--- config.mk ---
export PLATFORM = sky130hd
export DESIGN_NAME = led_scan_ctrl
export DESIGN_NICKNAME = d
export VERILOG_FILES = /design/src/rtl/led_scan_ctrl.sv
export SDC_FILE = /design/constraint.sdc
export NUM_CORES = 1
export LEC_CHECK = 0
export BUFFER_PORTS_ARGS = -buffer_cell sky130_fd_sc_hd__buf_2
export CAP_MARGIN = 40
export CELL_PAD_IN_SITES_DETAIL_PLACEMENT = 0
export CELL_PAD_IN_SITES_GLOBAL_PLACEMENT = 1
export CORE_ASPECT_RATIO = 0.7
export CORE_MARGIN = 2
export CORE_UTILIZATION = 40
export CTS_BUF_LIST = sky130_fd_sc_hd__clkbuf_4 sky130_fd_sc_hd__clkbuf_8
export DETAILED_ROUTE_END_ITERATION = 8
export PLACE_DENSITY = 0.87
export SETUP_SLACK_MARGIN = 0.1
export SKIP_LAST_GASP = 1
export SLEW_MARGIN = 20
export SYNTH_ARGS = -nofsm -noshare
export SYNTH_HDL_FRONTEND = slang
export SYNTH_SLANG_ARGS = --single-unit
--- constraint.sdc ---
create_clock -name clk -period 2.97 [get_ports clk]
set_clock_uncertainty 0.2 [all_clocks]
set_input_delay 0.1485 -clock clk [delete_from_list [all_inputs] [get_ports clk]]
set_output_delay 0.1485 -clock clk [all_outputs]
set_load 0.1 [all_outputs]
--- src/rtl/led_scan_ctrl.sv ---
// LED matrix row-scan controller.
// A double-buffered frame store feeds a blank/show row sequencer. Every row is
// dark for BLANK cycles, then lit for DWELL cycles. Registered outputs are
// computed from the next state, so they line up with the state they describe.

// One row of the frame store: shadow (load side) and active (display side).
module led_scan_row #(
    parameter int COLS = 16
) (
    input  logic            clk,
    input  logic            rst,
    input  logic            ld_en,
    input  logic            swap,
    input  logic [COLS-1:0] ld_row,
    output logic [COLS-1:0] act_n
);
    logic [COLS-1:0] shd_q;
    logic [COLS-1:0] act_q;

    // Active takes the shadow image on a swap edge; the look-ahead value lets
    // the top register col_data for the row it is about to enter.
    always_comb act_n = swap ? shd_q : act_q;

    // Shadow capture on an accepted load; active update on swap.
    always_ff @(posedge clk) begin
        if (rst) begin
            shd_q <= '0;
            act_q <= '0;
        end else begin
            if (ld_en)
                shd_q <= ld_row;
            act_q <= act_n;
        end
    end
endmodule

module led_scan_ctrl #(
    parameter int ROWS  = 16,
    parameter int COLS  = 16,
    parameter int DWELL = 1024,
    parameter int BLANK = 4
) (
    input  logic                   clk,
    input  logic                   rst,
    input  logic                   en,
    input  logic                   ld_valid,
    input  logic [ROWS*COLS-1:0]   ld_data,
    output logic                   ld_ready,
    output logic [ROWS-1:0]        row_sel,
    output logic [COLS-1:0]        col_data,
    output logic [((ROWS > 1) ? $clog2(ROWS) : 1)-1:0] row_idx,
    output logic                   frame_start
);
    localparam int IW   = (ROWS > 1) ? $clog2(ROWS) : 1;
    localparam int MAXD = (DWELL > BLANK) ? DWELL : BLANK;
    localparam int TW   = (MAXD > 1) ? $clog2(MAXD) : 1;

    typedef enum logic [1:0] {
        ST_IDLE  = 2'd0,
        ST_BLANK = 2'd1,
        ST_SHOW  = 2'd2
    } state_t;

    state_t                     state, state_n;
    logic [TW-1:0]              timer, timer_n;
    logic [IW-1:0]              row_n;
    logic                       frame_n;
    logic                       pending;
    logic                       ld_acc;
    logic                       swap;
    logic [ROWS-1:0][COLS-1:0]  act_n;
    logic [ROWS-1:0]            row_sel_n;
    logic [COLS-1:0]            col_data_n;

    // A new image may only enter the shadow buffer while it is free.
    assign ld_ready = !pending;
    assign ld_acc   = ld_valid && !pending;
    // Swap happens on every entry into row 0 blanking that finds an image waiting.
    assign swap     = frame_n && pending;

    genvar g;
    generate
        for (g = 0; g < ROWS; g++) begin : g_row
            led_scan_row #(.COLS(COLS)) u_row (
                .clk    (clk),
                .rst    (rst),
                .ld_en  (ld_acc),
                .swap   (swap),
                .ld_row (ld_data[g*COLS +: COLS]),
                .act_n  (act_n[g])
            );
        end
    endgenerate

    // Pending flag: set by an accepted load, cleared by the frame swap.
    always_ff @(posedge clk) begin
        if (rst)
            pending <= 1'b0;
        else if (ld_acc)
            pending <= 1'b1;
        else if (swap)
            pending <= 1'b0;
    end

    // State register plus registered outputs.
    always_ff @(posedge clk) begin
        if (rst) begin
            state       <= ST_IDLE;
            timer       <= '0;
            row_idx     <= '0;
            row_sel     <= '0;
            col_data    <= '0;
            frame_start <= 1'b0;
        end else begin
            state       <= state_n;
            timer       <= timer_n;
            row_idx     <= row_n;
            row_sel     <= row_sel_n;
            col_data    <= col_data_n;
            frame_start <= frame_n;
        end
    end

    // Next-state logic: blank/show alternation with a down-counting timer.
    always_comb begin
        state_n = state;
        timer_n = timer;
        row_n   = row_idx;
        frame_n = 1'b0;
        if (!en) begin
            state_n = ST_IDLE;
            timer_n = '0;
            row_n   = '0;
        end else begin
            case (state)
                ST_IDLE: begin
                    state_n = ST_BLANK;
                    timer_n = TW'(BLANK - 1);
                    row_n   = '0;
                    frame_n = 1'b1;
                end
                ST_BLANK: begin
                    if (timer == '0) begin
                        state_n = ST_SHOW;
                        timer_n = TW'(DWELL - 1);
                    end else begin
                        timer_n = timer - 1'b1;
                    end
                end
                ST_SHOW: begin
                    if (timer == '0) begin
                        state_n = ST_BLANK;
                        timer_n = TW'(BLANK - 1);
                        if (row_idx == IW'(ROWS - 1)) begin
                            row_n   = '0;
                            frame_n = 1'b1;
                        end else begin
                            row_n   = row_idx + 1'b1;
                        end
                    end else begin
                        timer_n = timer - 1'b1;
                    end
                end
                default: begin
                    state_n = ST_IDLE;
                    timer_n = '0;
                    row_n   = '0;
                end
            endcase
        end
    end

    // Output decode from the next state: rows are driven only while showing.
    always_comb begin
        row_sel_n  = '0;
        col_data_n = '0;
        if (state_n == ST_SHOW)
            row_sel_n = {{(ROWS-1){1'b0}}, 1'b1} << row_n;
        if (state_n != ST_IDLE)
            col_data_n = act_n[row_n];
    end

    // At most one row lit, and never outside SHOW.
    always @(posedge clk) begin
        if (!rst)
            assert ($onehot0(row_sel) && (state == ST_SHOW || row_sel == '0))
                else $error("row_sel ghosting: state=%0d row_sel=%b", state, row_sel);
    end
endmodule

* Word level (Yosys, flattened, before mapping)
Index checks and enable logic that the tools add are counted.
** Storage, ports and cells
- Flip-flop bits (word level) :: 562
- Input port bits :: 260
- Output and inout port bits :: 38
- Logic and storage cells :: 95
** Operators by class
- Add/subtract/negate cells :: 2
- Order comparisons :: 1
- Equality and inequality tests :: 4
- Shifts and indexed selects :: 1
- Multiplexer cells :: 35
- Bitwise logic cells :: 3
- Reduce and logical (&&, ||, !) cells :: 10
** Operators with widths (count)
- 2-to-1 mux 16 bit :: 17
- binary-select mux 16 bit (select 4 bit) :: 1
- one-hot mux 10 bit (3 select lines) :: 1
- 2-to-1 mux 10 bit :: 2
- << shifter 1 x 4 -> 16 bit, first input constant :: 1
- 2-to-1 mux 4 bit :: 3
- logical NOT 10 bit :: 1
- subtractor 10 x 1 -> 10 bit, second input constant :: 1
- one-hot mux 4 bit (2 select lines) :: 1
- 2-to-1 mux 2 bit :: 3
- one-hot mux 2 bit (3 select lines) :: 1
- OR reduction 2 bit :: 3
- less-than comparator 4 x 5 -> 1 bit, second input constant :: 1
- 2-to-1 mux 1 bit :: 5
- adder 4 x 1 -> 4 bit, second input constant :: 1
- == test 2 bit, second input constant :: 2
- == test 4 bit, second input constant :: 1
- nonzero test 2 bit :: 2
- NOT 1 bit :: 3
- == test 2 x 1 -> 1 bit, second input constant :: 1
- logical AND 1 bit :: 2
- logical NOT 2 bit :: 1
- one-hot mux 1 bit (2 select lines) :: 1
- logical NOT 1 bit :: 1

* Longest topological paths before layout
Gate-level depths: netlist (run 1).
- Word-level depth :: 9
- Mapped depth :: 12
- Mapped depth without buffers :: 9

* By module
From an unflattened synthesis (run 1), not the netlist that was laid out.
** Unflattened totals
- Cell total of the unflattened synthesis :: 2112
- Area, all modules :: 23784.1 µm²
** By module, submodules not included
- led_scan_row :: instances 16, cells each 103, area an instance 1246.2 µm², sequential area each 640.6 µm²
- led_scan_ctrl :: instances 1, cells each 464, area an instance 3844.9 µm², sequential area each 1001.0 µm²

* Worst setup path after synthesis (run 1)
Ideal clock, no wire load.
- Path type :: register to register
- From :: reg row_idx[0] (netlist name)
- To :: reg col_data[14]
- Data arrival time :: 3016 ps
- Data required time :: 2642 ps
- Slack :: -374 ps
- Stages on the path, launching flop included :: 10
- Cell sequence :: dfxtp_1 > ha_1 > a311oi_1 > a211oi_1 > buf_2 > buf_2 > mux2i_1 > mux2i_1 > a211oi_1 > o22ai_1
** Between the ends
- Word-level cells in the longest chain between the ends :: 9
- Elaborated cells on any way between the ends :: 29
** RTL lines
- start: declaration :: line 51 : output logic [((ROWS > 1) ? $clog2(ROWS) : 1)-1:0] row_idx,
- start signal: assignment :: line 117 : row_idx <= row_n;
- branches (longest 7 deep; another with adder 4 x 1 -> 4 bit)
- binary-select mux 16 bit (select 4 bit) * :: line 180 : col_data_n = act_n[row_n];
- 2-to-1 mux 16 bit (implied by the code) * :: line 180
- end signal: assignment :: line 119 : col_data <= col_data_n;
- end: declaration :: line 50 : output logic [COLS-1:0] col_data,
Every way passes the cells marked *. The select of a mux whose other input is x is not followed.
A chain may end at the register's enable or synchronous reset.

* Worst setup path after layout (run 1)
- From :: reg timer[0]
- To :: reg col_data[5]
** Between the ends
- Word-level cells in the longest chain between the ends :: 8
- Elaborated cells on any way between the ends :: 33
** RTL lines
- start: declaration :: line 65 : logic [TW-1:0] timer, timer_n;
- start signal: assignment :: line 116 : timer <= timer_n;
- logical NOT 10 bit * :: line 143, 151
- 2-to-1 mux 1 bit :: line 151 : if (timer == '0) begin
- one-hot mux 1 bit (2 select lines) :: line 135 : case (state)
- 2-to-1 mux 1 bit :: line 130 : if (!en) begin
- logical AND 1 bit :: line 79 : assign swap = frame_n && pending;
- 2-to-1 mux 16 bit :: line 22 : always_comb act_n = swap ? shd_q : act_q;
- binary-select mux 16 bit (select 4 bit) :: line 180
- 2-to-1 mux 16 bit (implied by the code) :: line 180
Mark *: on every way between the ends. The rest lies on a longest branch, timed or not. The select of a mux whose other input is x is not followed.

==> results_dict.tcl, run 1 <==
set metrics [dict create \
    synth-seq-cells 562 \
    grt_pass1_wl_microns 118000 \
    cts_buffer_depth 3 \
    pre_cts_ws_ns -0.460 \
    final-seq-area_sq_mm 0.0113 \
    gp_congestion 0.882 \
    die_w_microns 283 \
    maxCapViolations 0 \
    stdcell_count 4135 \
    initial_utilization_pct 40.5 \
    core-area_sq_mm 0.0537 \
    drt-total-wl_microns 83200 \
    synthToLayoutAreaGrowth_pct 52.8 \
    slew_viol_final 0 \
    critPathMaxStageDelay_ns 0.50 \
    muxShareOfSynthArea_pct 13.4 \
    rsz0062_at_grt "true" \
    synthCells 2505 \
    clk_latency_ns 0.69 \
    multi_input_area_sq_mm 0.0111 \
    violations "DRC, setup timing" \
    ant_nets 0 \
    synth_area_per_cell_sq_um 8.68 \
    synth_top_cells_by_count "650 x nand2_1, 562 x dfxtp_1, 325 x a21oi_1" \
    pin_count 298 \
    rows 71 \
    crit_path_top_delay_cell "or4b_4" \
    clock.fmax_ghz 0.292 \
    first_pass_iters 7 \
    grt.overflow.total 0 \
    ys_seq_area_share_pct 51.7 \
    synthTopCellsByArea "dfxtp_1 52%, mux2i_1 13%, nand2_1 11%, a21oi_1 7.5%, nor2_1 3.8%" \
    layout-drive-gt1-share_pct 28.6 \
    dp_cells 3580 \
    synth.most_common_cell "nand2_1" \
    synth-xor-area-share_pct 0.242 \
    endpoint_kind "flip-flop" \
    synth_nets 2771 \
    h-tree-depth 3 \
    vias_per_cell 5.31 \
    worst_slack_ns -0.452 \
    rr_worst_depth 13 \
    critPathLaunchType "flip-flop" \
    finalHoldViolations 0 \
    port_buffers 297 \
    crit_fanout 8 \
    vias 22000 \
    die_area_sq_mm 0.0563 \
    path_class "reg -> reg" \
    irDropWorstVdd_v 0.000302 \
    synth_top_family_by_area "simple AND/OR/NAND/NOR gates" \
    cts_num_sinks 562 \
    postPlaceCellArea_sq_mm 0.0255 \
    p_per_area_mw_per_mm2 523 \
    synth_flop_cell "dfxtp_1" \
    tns_ns -5.25 \
    min_path_type "in -> reg" \
    drcViolationCount 1 \
    relSlewSlack_pct 36.5 \
    fin_area_sq_mm 0.0333 \
    yosysWarnings 0 \
    antenna_found_initial 2 \
    hold_depth 4 \
    grt_pass1_vias 21100 \
    clk_pin_slew_ns 0.06 \
    path_cells "inv_2 > ha_4 > or4b_4 > o41ai_4 > nand3_4 > buf_12 > buf_8 > buf_16 > mux2i_2 > o22ai_1 > o31ai_1 > buf_4 > o22ai_1" \
    initialDrtViolationCount 1994 \
    synth_edf_count 0 \
    worstMarginPinSlew_ns 0.952 \
    grt_max_degree 180 \
    fin_util_pct 61.9 \
    nFillCells 4258 \
    synth_cell_types 47 \
    outcome "finished with violations" \
    drt-wirelength-per-cell_microns 20.1 \
    p_leak_nw 14.1 \
    yosys.area.top_type "dfxtp_1" \
    synth_fa_ha_area_share_pct 0.345 \
    synth_top_area_share_pct 51.7 \
    critPathArrivalTime_ns 3.79 \
    syn_area_sq_mm 0.0218 \
    period_share_pct 115 \
    min_period_ns 3.42 \
    hpwl_microns 52600 \
    root_buffer "clkbuf_8" \
    async_reset_ff_share_pct 0 \
    synth-simple-area-share_pct 16.3 \
    cts_made_buffers 88 \
    cpMostUsedCell "o22ai_1" \
    cts_tree "yes" \
    crit_required_ns 3.33 \
    finalSetupViolCount 17 \
    die_y_microns 199 \
    synth_compound_area_share_pct 13.8 \
    grt_use_total_pct 27.6 \
    nNetsFinal 3603 \
]
==> flip-flops by register name, summed over array words and instances, names as in the netlist <==
register           cells
pending                1
g_row.u_row.act_q    256
state                  2
row_idx                4
row_sel               16
frame_start            1
g_row.u_row.shd_q    256
timer                 10
col_data              16
==> critical path: cells and delay by family, from the launching register on <==
family / cells / cell delay [ns]
and+or+nand+nor: 2 / 0.62
muxes: 1 / 0.24
buffers and inverters: 5 / 0.76
AOI/OAI and AO/OA: 4 / 1.01
adders and majority gates: 1 / 0.14
DFF: 1 / 0.32
==> cell type report <==
class | count | area share (%)
flip-flops and latches | 562 | 33.9
clock buffers | 138 | 5.24
multi-input cells | 1738 | 33.4
repair buffers | 939 | 24.1
inverters | 8 | 0.0903
clock inverters | 14 | 0.463
diodes | 6 | 0.0452
well taps | 730 | 2.75
==> path summary, 6_finish.rpt <==
check | start | end | slack [ns]
setup / recovery | timer[0]$_SDFF_PP0_ | col_data[5]$_SDFF_PP0_ | -0.45
hold / removal | ld_data[121] | g_row[7].u_row.shd_q[9]$_SDFFE_PP0P_ | 0.04
setup reg to reg | timer[0]$_SDFF_PP0_ | col_data[5]$_SDFF_PP0_ | -0.45
hold reg to reg | g_row[2].u_row.act_q[10]$_SDFF_PP0_ | g_row[2].u_row.act_q[10]$_SDFF_PP0_ | 0.25
==> cell usage in the layout, fill, tap and decap left out, types with 55 or more instances in the layout <==
cell type and count:
buf_4 222, clkbuf_8 113, dlygate4sd3_1 334, mux2i_1 188, a21oi_1 324, buf_2 296
nor2_1 203, mux2i_4 55, dfxtp_1 556, nand2_1 646, o22ai_1 82
==> logic make-up (layout without fill, tap and decap cells) <==
family          Yosys count  count (layout)
xor+xnor                  6               6
flops                   562             562
simple gates            912             912
buf+inv                 205            1099
other cells               0               6
mux                     291             291
fa+ha+maj                 6               6
compound gates          523             523
==> power breakdown <==
group          leakage (nW)  switching [W]  internal [W]
logic                  8.57        0.00112       0.00114
registers              4.57       0.000263       0.00781
clock network          1.01        0.00308       0.00397
==> what timing repair did <==
item	CTS	global route
pin swaps	39	36
setup buffers	53	19
setup endpoints to repair	61	85
hold buffers	334	0
endpoints found under the hold margin	336	0
cloned	8	5
gates resized for setup	158	180
==> metrics by stage <==
step | hold slack (ns) | total power, W
after global routing | 0.0192 | 0.0179
after CTS | 0.0141 | 0.0172
after detailed placement | 0.198 | 0.00974
final | 0.0443 | 0.0174
after floorplan | 0.0845 | 0.00899
after global placement | 0.194 | 0.00969
==> routing by layer <==
layer  track usage [%]  routed length (microns)  part of all wire [%]
met5                 0                        0                     0
met4              11.9                     3870                   4.6
met3              6.97                     7590                   9.1
met2              42.1                    36700                    44
met1              37.1                    35000                    42
No activity file was read; power rests on OpenSTA's default activity.
==> run 2, diff against run 1 <==
--- a/config.mk
+++ b/config.mk
@@ -14,6 +14,7 @@
 export CORE_UTILIZATION = 40
 export CTS_BUF_LIST = sky130_fd_sc_hd__clkbuf_4 sky130_fd_sc_hd__clkbuf_8
 export DETAILED_ROUTE_END_ITERATION = 8
+export MAX_ROUTING_LAYER = met4
 export PLACE_DENSITY = 0.87
 export SETUP_SLACK_MARGIN = 0.1
 export SKIP_LAST_GASP = 1
==> results_dict.tcl, run 2 (synthesis gave the netlist of run 1 again) <==
set metrics [dict create \
    min_period_ns 3.34 \
    clock.fmax_ghz 0.300 \
    first_pass_iters 5 \
    nFillCells 4399 \
    fin_util_pct 61.1 \
    h-tree-depth 3 \
    root_buffer "clkbuf_8" \
    grt.overflow.total 0 \
    maxCapViolations 0 \
    die_area_sq_mm 0.0563 \
    holdPathEnd "g_row[10].u_row.shd_q[8]$_SDFFE_PP0P_" \
    final_common_cell "nand2_1" \
    finalPower_w 0.0172 \
    cts_num_sinks 562 \
    r2r-start "timer[0]$_SDFF_PP0_" \
    drcViolationCount 0 \
    cts_made_buffers 87 \
    nNetsFinal 3623 \
    crit_path_top_delay_cell "or4b_4" \
    violations "setup timing" \
    crit_required_ns 3.33 \
    port_buffers 297 \
    final-seq-area_sq_mm 0.0113 \
    vias 21700 \
    slew_viol_final 0 \
    reg_top3 "g_row.u_row.act_q x256, g_row.u_row.shd_q x256" \
    p_switching_w 0.00448 \
    p_leak_nw 14.2 \
    min_path_type "in -> reg" \
    synthToLayoutAreaGrowth_pct 50.9 \
    hold_depth 4 \
    rr_worst_depth 13 \
    rrSetupSlack_ns -0.37 \
    path_cells "inv_2 > ha_4 > or4b_4 > buf_6 > nor3_4 > buf_4 > mux2_2 > nand2_2 > buf_12 > o22ai_1 > o31ai_1 > buf_4 > o22ai_1" \
    clk_latency_ns 0.67 \
    pin_count 298 \
    grt_max_degree 192 \
    worstMarginPinSlew_ns 0.883 \
    clk_pin_slew_ns 0.06 \
    period_share_pct 112 \
    cts_tree "yes" \
    multi_input_area_sq_mm 0.0106 \
    critPathLaunchType "flip-flop" \
    critPathMaxStageDelay_ns 0.50 \
    finalHoldViolations 0 \
    power_frac_comb_pct 12.7 \
    min_from "ld_data[168]" \
    rr_endpoint "col_data[11]$_SDFF_PP0_" \
    ant_nets 0 \
    grt_use_total_pct 27.5 \
    relSlewSlack_pct 41.1 \
    internal-power_w 0.0127 \
    irDropWorstVdd_v 0.000280 \
    core-area_sq_mm 0.0537 \
    stdcell_count 4158 \
    drt-wirelength-per-cell_microns 19.3 \
    endpoint_kind "flip-flop" \
    drt-total-wl_microns 80100 \
    vias_per_cell 5.22 \
    initialDrtViolationCount 2129 \
    dp_cells 3587 \
    postPlaceCellArea_sq_mm 0.0257 \
    final_cell_mix "646 x nand2_1, 556 x dfxtp_1, 345 x dlygate4sd3_1" \
    rsz0062_at_grt "true" \
    switching_share_pct 26.0 \
    rows 71 \
    layout-drive-gt1-share_pct 27.4 \
    outcome "finished with violations" \
    initial_utilization_pct 40.5 \
    critPathArrivalTime_ns 3.70 \
    p_per_area_mw_per_mm2 525 \
    p_clk_share_pct 40.5 \
    grt_pass1_vias 20600 \
    grt_pass1_wl_microns 115000 \
    antenna_found_initial 3 \
    path_class "reg -> reg" \
    crit_fanout 21 \
    worst_slack_ns -0.368 \
    fin_area_sq_mm 0.0328 \
    die_y_microns 199 \
    hpwl_microns 52000 \
    die_w_microns 283 \
    seqPwrFrac_pct 46.8 \
    cts_buffer_depth 3 \
    gp_congestion 0.885 \
    finalSetupViolCount 21 \
]
run 2: cell count changes in the layout (fill, tap and decap cells not counted), moves of 4 or more:
cell           previous run  this run
diode_2                   6         2
mux2i_4                  55        35
nor2_2                   11         2
o22ai_1                  82        98
nor2_1                  203       215
a211oi_2                 11        18
a211oi_1                 20        11
o22ai_2                  27        13
dlygate4sd3_1           334       345
buf_4                   222       247
mux2i_1                 188       214
mux2i_2                  46        40
buf_6                    34        18
run 2: worst max path at each step:
stage | start | slack, ns | cells past startpoint | end
final | timer[0]$_SDFF_PP0_ | -0.37 | 13 | col_data[11]$_SDFF_PP0_
after global routing | timer[0]$_SDFF_PP0_ | -0.45 | 13 | col_data[11]$_SDFF_PP0_
after CTS | timer[0]$_SDFF_PP0_ | -0.22 | 12 | col_data[7]$_SDFF_PP0_
after detailed placement | timer[0]$_SDFF_PP0_ | -0.37 | 12 | col_data[7]$_SDFF_PP0_
after global placement | timer[0]$_SDFF_PP0_ | -0.39 | 12 | col_data[7]$_SDFF_PP0_
after floorplan | timer[0]$_SDFF_PP0_ | 0.11 | 11 | col_data[6]$_SDFF_PP0_
run 2: layer usage:
metal	wire, microns	global-route usage, %	vias to the layer above
li1	-	-	10200
met5	0	-	-
met4	2470	8.64	0
met2	36000	41.8	929
met1	35400	37.3	10400
met3	6210	4.57	159
run 2: through the flow:
stage | setup TNS (ns) | setup WS, ns | hold slack (ns)
after floorplan | 0 | 0.110 | 0.0845
after global placement | -3.87 | -0.391 | 0.195
after detailed placement | -3.81 | -0.374 | 0.196
after CTS | -2.92 | -0.216 | 0.0196
after global routing | -6.49 | -0.446 | 0.0460
final | -4.86 | -0.368 | 0.0525
run 2: power groups by stage:
stage,logic [W],registers (W),clock network (W)
after floorplan,0.000895,0.00810,0
after global placement,0.00153,0.00818,0
after detailed placement,0.00157,0.00819,0
after CTS,0.00202,0.00803,0.00703
after global routing,0.00234,0.00807,0.00735
final,0.00218,0.00806,0.00698
run 2: final cells by class:
cell class / count / area share, %
Inverter: 8 / 0.0915
Multi-Input combinational cell: 1738 / 32.4
Timing Repair Buffer: 960 / 24.7
Tap cell: 730 / 2.78
Antenna cell: 2 / 0.0152
Clock inverter: 20 / 0.476
Clock buffer: 138 / 5.31
Sequential cell: 562 / 34.3
run 2: worst max-delay path, delay by kind of cell, from the launching register on:
family	cells	cell delay, ns
buf+inv	5	0.80
mux	1	0.37
simple gates	3	0.84
flops	1	0.34
fa+ha+maj	1	0.14
compound gates	3	0.54
run 2: timing repair:
action | in CTS | in global routing
setup buffers | 37 | 27
gates resized for setup | 59 | 164
hold buffers | 345 | 0
endpoints found under the hold margin | 301 | 0
setup endpoints to repair | 54 | 57
gates cloned | 3 | 6
pin swaps | 12 | 36
==> run 3, diff against run 2 <==
--- a/config.mk
+++ b/config.mk
@@ -5,17 +5,17 @@
 export SDC_FILE = /design/constraint.sdc
 export NUM_CORES = 1
 export LEC_CHECK = 0
+export ABC_AREA = 1
 export BUFFER_PORTS_ARGS = -buffer_cell sky130_fd_sc_hd__buf_2
 export CAP_MARGIN = 40
 export CELL_PAD_IN_SITES_DETAIL_PLACEMENT = 0
 export CELL_PAD_IN_SITES_GLOBAL_PLACEMENT = 1
 export CORE_ASPECT_RATIO = 0.7
 export CORE_MARGIN = 2
-export CORE_UTILIZATION = 40
+export CORE_UTILIZATION = 39
 export CTS_BUF_LIST = sky130_fd_sc_hd__clkbuf_4 sky130_fd_sc_hd__clkbuf_8
 export DETAILED_ROUTE_END_ITERATION = 8
-export MAX_ROUTING_LAYER = met4
-export PLACE_DENSITY = 0.87
+export PLACE_DENSITY = 0.89
 export SETUP_SLACK_MARGIN = 0.1
 export SKIP_LAST_GASP = 1
 export SLEW_MARGIN = 20
==> results_dict.tcl, run 3 <==
set metrics [dict create \
    grt_max_degree 257 \
    rows 74 \
    finalHoldViolations 0 \
    period_share_pct 93.0 \
    antenna_found_initial 7 \
    rr_worst_depth 16 \
    synth_flop_cell "dfxtp_1" \
    internal-power_w 0.0129 \
    synth_nets 3611 \
    initialDrtViolationCount 2481 \
    die_w_microns 295 \
    ant_nets 0 \
    ys_seq_area_share_pct 48.6 \
    relSlewSlack_pct 27.0 \
    hpwl_microns 51200 \
    syn_area_sq_mm 0.0231 \
    cts_tree "yes" \
    synthCells 3345 \
    port_buffers 297 \
    crit_path_top_delay_cell "nand2_1" \
    worstMarginPinSlew_ns 1.10 \
    p_clk_share_pct 41.0 \
    switching_share_pct 26.4 \
    worst_slack_ns 0.207 \
    critPathMaxStageDelay_ns 0.33 \
    use_met1_pct 40.3 \
    clk_latency_ns 0.69 \
    nFillCells 5606 \
    min_period_ns 2.76 \
    p_per_area_mw_per_mm2 546 \
    grt_pass1_wl_microns 127000 \
    core-area_sq_mm 0.0585 \
    path_class "reg -> reg" \
    cts_num_sinks 562 \
    reg_top3 "g_row.u_row.act_q x256, g_row.u_row.shd_q x256" \
    maxCapViolations 0 \
    tns_ns 0 \
    grt_use_total_pct 26.3 \
    irDropWorstVdd_v 0.000281 \
    outcome "completed" \
    synthTopCellsByArea "dfxtp_1 49%, nand2_1 18%, nor2_1 8.8%, a21oi_1 6.1%, o21ai_0 5.7%" \
    crit_fanout 11 \
    root_buffer "clkbuf_8" \
    fin_util_pct 54.8 \
    grtUsageMet2_pct 36.8 \
    first_pass_iters 6 \
    synth_cell_types 33 \
    final_common_cell "nand2_1" \
    grt_use_met3_pct 4.95 \
    finalSetupViolCount 0 \
    yosysWarnings 0 \
    synth_top_area_share_pct 48.6 \
    cts_made_buffers 88 \
    synth_area_per_cell_sq_um 6.91 \
    vias_per_cell 4.96 \
    power_frac_comb_pct 12.3 \
    crit_required_ns 3.39 \
    synth.most_common_cell "nand2_1" \
    hold_depth 4 \
    initial_utilization_pct 39.5 \
    pin_count 298 \
    cpMostUsedCell "nand2_1" \
    layout-drive-gt1-share_pct 14.5 \
    synth-seq-cells 562 \
    drt-wirelength-per-cell_microns 17.3 \
    p_switching_w 0.00462 \
    slew_viol_final 0 \
    p_leak_nw 15.0 \
    grt.overflow.total 0 \
    yosys.area.top_type "dfxtp_1" \
    min_path_type "in -> reg" \
    die_y_microns 208 \
    cts_buffer_depth 3 \
    grt_busiest_layer "met1" \
    async_reset_ff_share_pct 0 \
    critPathArrivalTime_ns 3.18 \
    grt_pass1_vias 22700 \
    seqPwrFrac_pct 46.7 \
    drcViolationCount 0 \
    synth_edf_count 0 \
    critPathLaunchType "flip-flop" \
    gp_congestion 0.909 \
    nNetsFinal 4273 \
    clock.fmax_ghz 0.362 \
    pre_cts_ws_ns 0.0698 \
    endpoint_kind "flip-flop" \
    synthToLayoutAreaGrowth_pct 38.7 \
    rsz0062_at_grt "false" \
    path_cells "inv_1 > ha_1 > nand2_1 > nor2_1 > nand3_2 > buf_4 > nand2_1 > nand3_1 > nand2_1 > nand2_2 > nand2_1 > o21ai_0 > inv_1 > nand3_1 > nand3_1 > a21oi_1" \
    synth_top_cells_by_count "1106 x nand2_1, 562 x dfxtp_1, 544 x nor2_1" \
    die_area_sq_mm 0.0613 \
    clk_pin_slew_ns 0.06 \
    vias 24200 \
    h-tree-depth 3 \
    final_cell_mix "1101 x nand2_1, 560 x dfxtp_1, 540 x nor2_1" \
    drt-total-wl_microns 84500 \
]
==> run 3: metrics by stage <==
step	std cells	area [sq um]	hold slack, ns	total power (W)
floorplan	3345	23100	0.0834	0.00925
global placement	4271	25400	0.172	0.00989
detailed placement	4271	25400	0.173	0.00990
CTS	4848	31600	0.000374	0.0174
global route	4876	32100	0.0345	0.0182
finish	4877	32100	0.0397	0.0175
==> run 3: per-layer routing <==
metal  up-vias  wire length (microns)
met3       140                   7100
met5         -                     13
met2       945                  34200
li1      12000                      -
met4         2                   1950
met1     11100                  41200
==> run 3: final cells by class <==
class,instances,area (sq um),share of cell area (%)
inverters,52,223,0.694
clock buffers,142,1820,5.66
repair buffers,806,6990,21.8
diodes,6,15.0,0.0468
multi-input cells,2497,10700,33.2
well taps,798,998,3.11
flip-flops and latches,562,11300,35.1
clock inverters,14,128,0.398
==> run 3: kinds of logic after synthesis <==
family	count (synthesis)	share of synthesized area, %
simple gates	1923	32.9
compound gates	563	12.3
flops	562	48.6
buf+inv	286	5.71
fa+ha+maj	6	0.325
xor+xnor	5	0.189
==> run 3: timing repair <==
| action | CTS | global route |
|---|---|---|
| hold buffers | 419 | 0 |
| cloned | 0 | 10 |
| endpoints found under the hold margin | 541 | 0 |
| resized for setup | 0 | 28 |
| setup endpoints to repair | 1 | 13 |
| setup buffers | 2 | 13 |
| pin swaps | 1 | 6 |
==> run 3: power groups by stage <==
stage	clock [W]	sequential, W	combinational (W)
finish	0.00718	0.00819	0.00215
global route	0.00765	0.00821	0.00235
CTS	0.00727	0.00818	0.00199
detailed placement	0	0.00834	0.00156
global placement	0	0.00834	0.00156
floorplan	0	0.00824	0.00101
==> run 3: critical path: cells and delay by family (launching register included) <==
kind	cells	cell delay, ns
AND/OR/NAND/NOR	10	1.22
buffers and inverters	3	0.31
flip-flops	1	0.32
adder cells (fa/ha/maj)	1	0.20
AO/OA/AOI/OAI	2	0.44
==> run 3: path summary, 6_finish.rpt <==
check,from,to,slack [ns]
max,timer[1]$_SDFF_PP0_,col_data[12]$_SDFF_PP0_,0.21
min,ld_data[131],g_row[8].u_row.shd_q[3]$_SDFFE_PP0P_,0.04
max reg2reg,timer[1]$_SDFF_PP0_,col_data[12]$_SDFF_PP0_,0.21
min reg2reg,g_row[4].u_row.shd_q[6]$_SDFFE_PP0P_,g_row[4].u_row.act_q[6]$_SDFF_PP0_,0.27
